$ cat src/rtl/imem_pkg.sv
// Shared types and width helpers for the loadable instruction memory.
package imem_pkg;

  typedef enum logic [1:0] {
    CLEAR = 2'd0,
    LOAD  = 2'd1,
    RUN   = 2'd2
  } imem_state_t;

  localparam int WORD_W_DEF = 8;
  localparam int OP_W_DEF   = 3;
  localparam int ADDR_W     = WORD_W_DEF - OP_W_DEF;

  // Address bits left over once the opcode field is taken out of a word
  function automatic int addr_w(input int word_w, input int op_w);
    return word_w - op_w;
  endfunction

endpackage

$ cat src/rtl/imem_boot_if.sv
// Load port and instruction-fetch port of imem_boot.
interface imem_boot_if
  import imem_pkg::*;
#(
  parameter int WORD_W = 8,
  parameter int OP_W   = 3
) ();
  localparam int AW = addr_w(WORD_W, OP_W);

  logic              ld_valid;
  logic              ld_ready;
  logic [WORD_W-1:0] ld_data;
  logic              ld_last;
  logic              reload;
  logic [AW-1:0]     Iaddress;
  logic [WORD_W-1:0] Idata;
  logic              Ivalid;
  logic              busy;
  logic [AW:0]       prog_len;

  modport master (
    output ld_valid, ld_data, ld_last, reload, Iaddress,
    input  ld_ready, Idata, Ivalid, busy, prog_len
  );

  modport slave (
    input  ld_valid, ld_data, ld_last, reload, Iaddress,
    output ld_ready, Idata, Ivalid, busy, prog_len
  );
endinterface

$ cat src/rtl/imem_boot_iram_core.sv
// Single-port synchronous RAM with registered read data; storage is not reset.
module iram_core #(
  parameter int DEPTH  = 32,
  parameter int WORD_W = 8,
  parameter int AW     = 5
) (
  input  logic              clock,
  input  logic              we,
  input  logic [AW-1:0]     addr,
  input  logic [WORD_W-1:0] wdata,
  output logic [WORD_W-1:0] rdata
);
  logic [WORD_W-1:0] mem_r [DEPTH];

  // Write port and registered read port share one address
  always_ff @(posedge clock) begin
    if (we) begin
      mem_r[addr] <= wdata;
    end
    rdata <= mem_r[addr];
  end
endmodule

$ cat src/rtl/imem_boot.sv
// Loadable instruction RAM: self-clears after reset, accepts a program over a
// valid/ready port, then serves registered instruction fetches until reload.
module imem_boot
  import imem_pkg::*;
#(
  parameter int WORD_W = 8,
  parameter int OP_W   = 3,
  parameter int DEPTH  = 2 ** (WORD_W - OP_W)
) (
  input logic        clock,
  input logic        n_reset,
  imem_boot_if.slave bus
);
  localparam int AW = addr_w(WORD_W, OP_W);
  localparam logic [AW:0] LAST_C  = (AW+1)'(DEPTH - 1);
  localparam logic [AW:0] DEPTH_C = (AW+1)'(DEPTH);
  localparam logic [AW:0] ONE_C   = (AW+1)'(1);
  localparam logic [AW:0] ZERO_C  = (AW+1)'(0);

  imem_state_t       state_r;
  logic [AW:0]       cnt_r;
  logic [AW:0]       ptr_r;
  logic [AW:0]       len_r;
  logic              ld_ready_r;
  logic              busy_r;
  logic              ivalid_r;
  logic              rd_en_r;
  logic              ld_hs_s;
  logic              in_range_s;
  logic              load_end_s;
  logic              ram_we_s;
  logic [AW-1:0]     ram_addr_s;
  logic [WORD_W-1:0] ram_wdata_s;
  logic [WORD_W-1:0] ram_rdata_s;

  assign ld_hs_s    = bus.ld_valid & ld_ready_r & (state_r == LOAD);
  assign in_range_s = ({1'b0, bus.Iaddress} < DEPTH_C);
  assign load_end_s = bus.ld_last | (ptr_r == LAST_C);

  // RAM port steering: clear counter, load pointer or fetch address by state
  always_comb begin
    ram_we_s    = 1'b0;
    ram_addr_s  = bus.Iaddress;
    ram_wdata_s = {WORD_W{1'b0}};
    case (state_r)
      CLEAR: begin
        ram_we_s   = 1'b1;
        ram_addr_s = cnt_r[AW-1:0];
      end
      LOAD: begin
        ram_we_s    = ld_hs_s;
        ram_addr_s  = ptr_r[AW-1:0];
        ram_wdata_s = bus.ld_data;
      end
      RUN:     ram_addr_s = bus.Iaddress;
      default: ram_we_s   = 1'b0;
    endcase
  end

  iram_core #(.DEPTH(DEPTH), .WORD_W(WORD_W), .AW(AW)) u_ram (
    .clock (clock),
    .we    (ram_we_s),
    .addr  (ram_addr_s),
    .wdata (ram_wdata_s),
    .rdata (ram_rdata_s)
  );

  // Sequencer: clear sweep, program load, fetch service, plus status registers
  always_ff @(posedge clock or negedge n_reset) begin
    if (!n_reset) begin
      state_r    <= CLEAR;
      cnt_r      <= ZERO_C;
      ptr_r      <= ZERO_C;
      len_r      <= ZERO_C;
      ld_ready_r <= 1'b0;
      busy_r     <= 1'b1;
      ivalid_r   <= 1'b0;
      rd_en_r    <= 1'b0;
    end else begin
      case (state_r)
        CLEAR: begin
          ivalid_r <= 1'b0;
          rd_en_r  <= 1'b0;
          if (cnt_r == LAST_C) begin
            state_r    <= LOAD;
            cnt_r      <= ZERO_C;
            ptr_r      <= ZERO_C;
            len_r      <= ZERO_C;
            ld_ready_r <= 1'b1;
          end else begin
            cnt_r <= cnt_r + ONE_C;
          end
        end
        LOAD: begin
          if (ld_hs_s) begin
            ptr_r <= ptr_r + ONE_C;
            len_r <= len_r + ONE_C;
            // the word that fills the last slot ends the load even without ld_last
            if (load_end_s) begin
              state_r    <= RUN;
              ld_ready_r <= 1'b0;
              busy_r     <= 1'b0;
            end
          end
        end
        RUN: begin
          if (bus.reload) begin
            state_r  <= CLEAR;
            cnt_r    <= ZERO_C;
            busy_r   <= 1'b1;
            ivalid_r <= 1'b0;
            rd_en_r  <= 1'b0;
          end else begin
            ivalid_r <= 1'b1;
            rd_en_r  <= in_range_s;
          end
        end
        default: begin
          state_r    <= CLEAR;
          cnt_r      <= ZERO_C;
          ld_ready_r <= 1'b0;
          busy_r     <= 1'b1;
          ivalid_r   <= 1'b0;
          rd_en_r    <= 1'b0;
        end
      endcase
    end
  end

  assign bus.ld_ready = ld_ready_r;
  assign bus.busy     = busy_r;
  assign bus.Ivalid   = ivalid_r;
  assign bus.prog_len = len_r;
  // out-of-range or stale reads are forced to zero
  assign bus.Idata    = rd_en_r ? ram_rdata_s : {WORD_W{1'b0}};
endmodule

$ cat src/flat_wrapper.sv
// flat-port wrapper written by rule: the top's interface ports become plain ports
module imem_boot_flat import imem_pkg::*;
#(
  parameter int WORD_W = 8,
  parameter int OP_W   = 3,
  parameter int DEPTH  = 2 ** (WORD_W - OP_W)
)
  (clock, n_reset, bus_ld_valid, bus_ld_data, bus_ld_last, bus_reload, bus_Iaddress, bus_ld_ready, bus_Idata, bus_Ivalid, bus_busy, bus_prog_len);
  imem_boot_if #(.WORD_W(WORD_W), .OP_W(OP_W)) bus_i ();
  input logic clock;
  input logic n_reset;
  input wire logic [$bits(bus_i.ld_valid)-1:0] bus_ld_valid;
  input wire logic [$bits(bus_i.ld_data)-1:0] bus_ld_data;
  input wire logic [$bits(bus_i.ld_last)-1:0] bus_ld_last;
  input wire logic [$bits(bus_i.reload)-1:0] bus_reload;
  input wire logic [$bits(bus_i.Iaddress)-1:0] bus_Iaddress;
  output wire logic [$bits(bus_i.ld_ready)-1:0] bus_ld_ready;
  output wire logic [$bits(bus_i.Idata)-1:0] bus_Idata;
  output wire logic [$bits(bus_i.Ivalid)-1:0] bus_Ivalid;
  output wire logic [$bits(bus_i.busy)-1:0] bus_busy;
  output wire logic [$bits(bus_i.prog_len)-1:0] bus_prog_len;
  assign bus_i.ld_valid = bus_ld_valid;
  assign bus_i.ld_data = bus_ld_data;
  assign bus_i.ld_last = bus_ld_last;
  assign bus_i.reload = bus_reload;
  assign bus_i.Iaddress = bus_Iaddress;
  assign bus_ld_ready = bus_i.ld_ready;
  assign bus_Idata = bus_i.Idata;
  assign bus_Ivalid = bus_i.Ivalid;
  assign bus_busy = bus_i.busy;
  assign bus_prog_len = bus_i.prog_len;
  imem_boot #(.WORD_W(WORD_W), .OP_W(OP_W), .DEPTH(DEPTH)) u_core (.clock(clock), .n_reset(n_reset), .bus(bus_i));
endmodule
$ cat config.mk
export PLATFORM = sky130hd
export DESIGN_NAME = imem_boot_flat
export DESIGN_NICKNAME = d
export VERILOG_FILES = /design/src/rtl/imem_pkg.sv /design/src/rtl/imem_boot_if.sv /design/src/rtl/imem_boot_iram_core.sv /design/src/rtl/imem_boot.sv /design/src/flat_wrapper.sv
export SDC_FILE = /design/constraint.sdc
export NUM_CORES = 1
export LEC_CHECK = 0
export CAP_MARGIN = 20
export CORE_UTILIZATION = 30
export DETAILED_ROUTE_END_ITERATION = 6
export GPL_TIMING_DRIVEN = 1
export MAX_ROUTING_LAYER = met4
export PLACE_DENSITY = 0.55
export SKIP_CTS_REPAIR_TIMING = 1
export SLEW_MARGIN = 20
export SYNTH_ARGS = -nofsm -noshare
export SYNTH_HDL_FRONTEND = slang
export SYNTH_SLANG_ARGS = --single-unit
$ cat constraint.sdc
create_clock -name clock -period 2.4 [get_ports clock]
set_input_delay 0.48 -clock clock [delete_from_list [all_inputs] [get_ports clock]]
set_output_delay 0.48 -clock clock [all_outputs]
set_load 0.02 [all_outputs]
; ---- Yosys cells after proc, flatten, opt, wreduce, memory -nomap -nowiden
; Memory sizes are Yosys's and may differ from the RTL's. A register that Yosys moved wholly into a read port is not among the register bits.
; Index checks and enable logic that the tools add are counted.
[totals]
register_bits = 23
latchBits = 0
mem_bits_rw = 256
mem_bits_ro = 0
input_bits = 18
out_inout_bits = 17
wordCells = 59
n_memories = 1
[op_classes]
addsub = 3
n_mul = 0
div = 0
order_cmp = 0
n_eq_ne = 8
n_shift = 0
muxes = 27
bitwise = 6
n_reduce_logical = 7
[memory_table]
columns = name, depth, word_bits, rd, rd_clocked_by_memory_dff, wr, line
row1 = u_core.u_ram.mem_r, 32, 8, 1, 1, 1, imem_boot_iram_core.sv:13  ; logic [WORD_W-1:0] mem_r [DEPTH];
[op_table]
columns = cell, count
row1 = $mux 6, 5
row2 = $pmux 6 s2, 2
row3 = $add 6x1->6 const B, 3
row4 = $pmux 6 s3, 1
row5 = $mux 8, 2
row6 = $eq 6x5->1 const B, 2
row7 = $reduce_and 4->1, 3
row8 = $pmux 5 s2, 1
row9 = $mux 2, 4
row10 = $mux 1, 7
row11 = $ne 2x1->1 const B, 3
row12 = $pmux 1 s3, 2
row13 = $pmux 2 s3, 1
row14 = $pmux 1 s2, 2
row15 = $not 1->1, 3
row16 = $reduce_and 3->1, 1
row17 = $and 1x1->1, 2
row18 = $eq 2x1->1 const B, 1
row19 = $eq 2x2->1 const B, 1
row20 = $logic_not 2->1, 1
row21 = $ne 2x2->1 const B, 1
row22 = $reduce_and 2->1, 1
row23 = $reduce_bool 2->1, 1
row24 = $or 1x1->1, 1

; ---- Longest topological paths before layout
[depth]
word_depth = 5
depth_mapped = 9
ltp_nobuf = 7

; ---- Modules after synthesis
; From an unflattened synthesis, not the netlist that was laid out.
[unflattened]
cells_unflattened = 752
area_unflattened_um2 = 11793.8
[modules_own_cells]
columns = mod, instances, cells_per_inst, area_per_inst_um2, seq_area_each_um2
row1 = iram_core, 1, 576, 10206.0, 7847.5
row2 = imem_boot, 1, 176, 1587.8, 576.8

; ---- Least setup slack after synthesis
; Ideal clock, no wire load.
[synth_timing]
path_type = flip-flop to flip-flop
from = register u_core.state_r[0]
to = memory u_core.u_ram.mem_r[24][0] (enable)
setup_ns = 0.370
arrival_ns = 1.793
t_required_ns = 2.030
path_slack_ns = 0.237
stages_incl_launch_ff = 7
n_path_buf = 2
synth_period_minus_slack_ns = 2.163
path_cell_list = dfrtp_1 -> buf_6 -> mux2i_1 -> o21a_1 -> or3_1 -> buf_2 -> nor2_1
[synth_via]
elab_chain_len = 5
word_cells_on_any_way = 7
cone_classes = eq/ne (1) / mux (4) / bitwise (1) / reduce/logical (1)
[synth_rtl]
columns = item, line
row1 = start: declaration, imem_boot.sv:20  ; imem_state_t state_r;
row2 = start signal: assignment, imem_boot.sv:71  ; state_r <= CLEAR;
row3 = start signal: assignment, imem_boot.sv:85  ; state_r <= LOAD;
row4 = start signal: assignment, imem_boot.sv:100  ; state_r <= RUN;
row5 = $eq 2x1->1, "imem_boot.sv:36, imem_boot.sv:45"
row6 = $and 1x1->1, imem_boot.sv:36  ; assign ld_hs_s = bus.ld_valid & ld_ready_r & (state_r == LOAD);
row7 = $pmux 1 s2, imem_boot.sv:45  ; case (state_r)
row8 = $mux 1, imem_boot_iram_core.sv:17  ; if (we) begin
row9 = $mux 1 (implied by the code), imem_boot_iram_core.sv:18  ; mem_r[addr] <= wdata;
row10 = end: declaration, imem_boot_iram_core.sv:13
; Several ways; a longest one is shown, not always the timed one.

; ---- Worst setup path after layout
[layout_timing]
from = register u_core.state_r[0]
to = register u_core.u_ram.rdata[2], read port of u_core.u_ram.mem_r
[layout_via]
elab_chain_len = 2
word_cells_on_any_way = 3
cone_classes = eq/ne (1) / mux (1) / reduce/logical (1)
[layout_rtl]
columns = item, line
row1 = $eq 2x1->1 or $logic_not 2->1 (tied branches), imem_boot.sv:45
row2 = $pmux 5 s2 (*), imem_boot.sv:45
row3 = end: declaration, imem_boot_iram_core.sv:11  ; output logic [WORD_W-1:0] rdata
; Mark *: on every way between the ends. The rest lies on a longest branch, timed or not.
; A chain may end at the register's enable or synchronous reset.

==> impl_table.tex <==
\begin{tabular}{lr}
\hline
Metric & Value \\
\hline
\multicolumn{2}{l}{\textbf{Global route}} \\
Initial antenna violation count & 1 \\
Pin count of the biggest net entering global routing & 62 \\
All-layer global routing usage & 16.5\% \\
Total global routing overflow & 0 \\
Via count of the first global-routing pass & 7743 \\
Global-route wire length before repair & 47800 microns \\
\multicolumn{2}{l}{\textbf{STA}} \\
Slew at the pin with the worst max-slew slack & 0.672 ns \\
Period minus WS final & 2.26 ns \\
Period Utilization, post-route & 94.2\% \\
Worst-case headroom to the max-slew limit & 55.0\% \\
Number of failing setup endpoints in the final timing report & 0 \\
Post-Route Hold Slack & 0.192 ns \\
Clock Skews & 0.0104 ns \\
Final-report hold violation count & 0 \\
Maximum clock frequency & 0.442 GHz \\
Fin. max-slew vios & 0 \\
Post-route setup slack & 0.139 ns \\
Setup repair after global routing missed its margin & false \\
\multicolumn{2}{l}{\textbf{Route}} \\
Wirelength per Cell & 19.5 microns \\
Number of nets still failing antenna checks after routing & 0 \\
Detailed-route wire length & 31500 microns \\
Number of detailed-routing iterations run before antenna repair & 5 \\
Average via count per standard cell & 4.87 \\
Detailed-route DRC error count & 0 \\
Via count & 7853 \\
First-iteration detailed-routing DRC count & 656 \\
\multicolumn{2}{l}{\textbf{Logic synthesis}} \\
Async SR Flop Fraction & 8.01\% \\
Count of warnings emitted by yosys & 0 \\
Total nets after synthesis & 971 \\
Number of flops mapped to enable cells by yosys & 256 \\
Synth Flop Type & sky130\_fd\_sc\_hd\_\_edfxtp\_1 \\
Post-synthesis instance total & 950 \\
Number of synthesized register bits & 287 \\
Post-synthesis area per instance & 12.4 sq um \\
Fraction of the yosys area taken by sequential cells & 71.7\% \\
Mapped Area & 11700 sq um \\
Yosys cell types & 47 \\
\multicolumn{2}{l}{\textbf{Critical path}} \\
Largest incremental delay on the critical path & 0.47 ns \\
Reg-to-reg setup timing slack & 0.14 ns \\
Startpoint-to-endpoint class of the critical path & register to register \\
Worst path cell trace & buf\_4, mux2i\_2, o21ai\_4, buf\_12, nand3\_1, a32oi\_1, nand4\_1 \\
Standard cell with the maximum stage delay on the critical path & sky130\_fd\_sc\_hd\_\_dfrtp\_2 \\
Critical path peak fanout & 38 \\
Reg2Reg Depth & 7 \\
Crit path launch type & register \\
Reg2reg end & u\_core.u\_ram.rdata[2] \\
Critical Path Sink Type & register \\
Worst Path Arrival & 2.69 ns \\
Worst flop-to-flop path startpoint & u\_core.state\_r[0] \\
Required time of the critical path & 2.83 ns \\
\multicolumn{2}{l}{\textbf{Die}} \\
X dimension of the die & 200 microns \\
Die Y-Extent & 200 microns \\
Floorplan die area & 40000 sq um \\
Cell row count & 72 \\
Initial Utilization & 30.4\% \\
Area of the core & 38600 sq um \\
Number of I/O pins & 35 \\
\multicolumn{2}{l}{\textbf{Place}} \\
Post-place instance area & 13500 sq um \\
Placement Setup Slack & -0.202 ns \\
RD Place Congestion & 0.888 \\
Port bufs & 34 \\
Post-detailed-placement half-perimeter wirelength & 19500 microns \\
\multicolumn{2}{l}{\textbf{Finish}} \\
Layout Area Growth over Synthesis & 23.3\% \\
Commonest non-fill, non-tap cell in the layout & sky130\_fd\_sc\_hd\_\_edfxtp\_1 \\
Post-layout instance area & 14500 sq um \\
Fillcell total & 3661 \\
Fin util & 37.5\% \\
Nets & 1092 \\
Most used cells in the layout excluding fill and tap cells & sky130\_fd\_sc\_hd\_\_edfxtp\_1, sky130\_fd\_sc\_hd\_\_nand2\_1, sky130\_fd\_sc\_hd\_\_a21oi\_1 \\
Area of the multi-input gates & 3020 sq um \\
Fraction of layout cells with a size suffix above 1 & 15.5\% \\
Sequential cell area & 8430 sq um \\
\multicolumn{2}{l}{\textbf{Run}} \\
Maxcap violations & 0 \\
\multicolumn{2}{l}{\textbf{Power}} \\
Total power divided by cell area & 1230 nW/um\^{}2 \\
Max VDD drop & 748 uV \\
Total leakage power & 5.34 nW \\
Total power & 17.8 mW \\
\multicolumn{2}{l}{\textbf{Clocking}} \\
Clk slew on worst S/H paths & 0.06 ns \\
\# H-tree levels & 1 \\
Latest clock arrival within the worst-skew pair & 0.56 ns \\
Total clock buffers created by CTS & 30 \\
Maximum count of clock buffers along a single path & 3 \\
Clock tree sinks & 287 \\
CTS tree & built \\
Clock root buffer & sky130\_fd\_sc\_hd\_\_clkbuf\_16 \\
\multicolumn{2}{l}{\textbf{Run status}} \\
Result of the run & finished, final reports clean \\
\multicolumn{2}{l}{\textbf{Min path}} \\
Type of the most critical hold path & primary input to asynchronous set/reset pin \\
\hline
\end{tabular}
-- worst max-delay path, delay by kind of cell (launching register included) --
family                 cells  cell delay [ns]
and+or+nand+nor            2             0.29
buffers and inverters      2             0.43
muxes                      1             0.16
DFF                        1             0.47
AOI/OAI and AO/OA          2             0.75
-- per-layer routing --
metal | track usage (%) | part of all wire [%] | wire, microns
met3 | 2.20 | 5.7 | 1800
met5 | - | 0 | 0
met1 | 22.7 | 45 | 14200
met4 | 4.07 | 1.8 | 566
met2 | 25.8 | 47 | 14900
-- kinds of logic after synthesis --
group / synth area share (%)
multiplexers: 0.671
buffers and inverters: 2.97
AND/OR/NAND/NOR: 14.6
AO/OA/AOI/OAI: 9.12
adder cells (fa/ha/maj): 0.320
flip-flops: 71.7
XOR/XNOR: 0.596
-- registers in the layout (all words and copies together) (netlist names) --
register	cells
u_core.bus.ld_ready	1
u_core.state_r	2
u_core.ptr_r	6
u_core.bus.Ivalid	1
u_core.bus.prog_len	6
u_core.u_ram.mem_r	256
u_core.cnt_r	6
u_core.bus.busy	1
u_core.u_ram.rdata	8
-- area by class of cell --
class                           count  share of cell area (%)
Sequential cell                   287                    58.2
Multi-Input combinational cell    599                    20.8
Timing Repair Buffer              145                    9.97
Clock buffer                       38                    5.54
Tap cell                          518                    4.47
Clock inverter                     17                   0.786
Inverter                            8                   0.207
Antenna cell                        1                  0.0173
-- how the worst max path moves through the flow --
stage	slack (ns)	start	end	cells past startpoint
finish	0.14	u_core.state_r[0]	u_core.u_ram.rdata[2]	7
CTS	-0.25	u_core.bus.Ivalid	bus_Idata[5]	2
floorplan	0.24	u_core.state_r[0]	u_core.u_ram.mem_r[24][0]	6
global placement	-0.21	bus_Iaddress[3]	u_core.u_ram.rdata[0]	7
global route	0.007	u_core.cnt_r[0]	u_core.ptr_r[3]	7
detailed placement	-0.20	bus_Iaddress[3]	u_core.u_ram.rdata[3]	7
-- through the flow --
stage / cells / setup TNS [ns]
3_3_place_gp: 1556 / -1.19
5_1_grt: 1612 / 0
4_1_cts: 1611 / -1.12
6_report: 1613 / 0
3_5_place_dp: 1556 / -1.37
2_1_floorplan: 950 / 0
-- cell usage after synthesis (2+ instances only) --
| master | instances | area [sq um] |
|---|---|---|
| sky130_fd_sc_hd__a21oi_1 | 115 | 576 |
| sky130_fd_sc_hd__a22o_1 | 2 | 17.5 |
| sky130_fd_sc_hd__a22oi_1 | 16 | 120 |
| sky130_fd_sc_hd__a31oi_1 | 6 | 37.5 |
| sky130_fd_sc_hd__a32oi_1 | 16 | 140 |
| sky130_fd_sc_hd__and2_1 | 16 | 100 |
| sky130_fd_sc_hd__buf_2 | 30 | 150 |
| sky130_fd_sc_hd__buf_4 | 3 | 22.5 |
| sky130_fd_sc_hd__buf_6 | 8 | 90.1 |
| sky130_fd_sc_hd__clkbuf_1 | 14 | 52.6 |
| sky130_fd_sc_hd__dfrtp_1 | 22 | 551 |
| sky130_fd_sc_hd__dfxtp_1 | 8 | 160 |
| sky130_fd_sc_hd__edfxtp_1 | 256 | 7690 |
| sky130_fd_sc_hd__ha_1 | 3 | 37.5 |
| sky130_fd_sc_hd__inv_1 | 7 | 26.3 |
| sky130_fd_sc_hd__mux2i_1 | 3 | 30.0 |
| sky130_fd_sc_hd__nand2_1 | 231 | 867 |
| sky130_fd_sc_hd__nand2b_1 | 2 | 12.5 |
| sky130_fd_sc_hd__nand3_1 | 74 | 370 |
| sky130_fd_sc_hd__nand4_1 | 12 | 75.1 |
| sky130_fd_sc_hd__nor2_1 | 47 | 176 |
| sky130_fd_sc_hd__nor3_1 | 8 | 40.0 |
| sky130_fd_sc_hd__nor3b_1 | 2 | 15.0 |
| sky130_fd_sc_hd__o211ai_1 | 3 | 22.5 |
| sky130_fd_sc_hd__o21a_1 | 4 | 30.0 |
| sky130_fd_sc_hd__o21ai_0 | 9 | 45.0 |
| sky130_fd_sc_hd__o21ai_1 | 3 | 15.0 |
| sky130_fd_sc_hd__o32ai_1 | 2 | 17.5 |
| sky130_fd_sc_hd__or3_1 | 4 | 25.0 |
| sky130_fd_sc_hd__xnor2_1 | 2 | 17.5 |
| sky130_fd_sc_hd__xor2_1 | 6 | 52.6 |
-- report_power, final --
part,internal (mW),leakage [nW],switching (mW),total [mW]
Sequential,6.27,2.74,0.319,6.58
Clock,2.46,0.448,1.90,4.36
Combinational,2.49,2.15,4.39,6.88
Power figures use the tool's default switching activity.
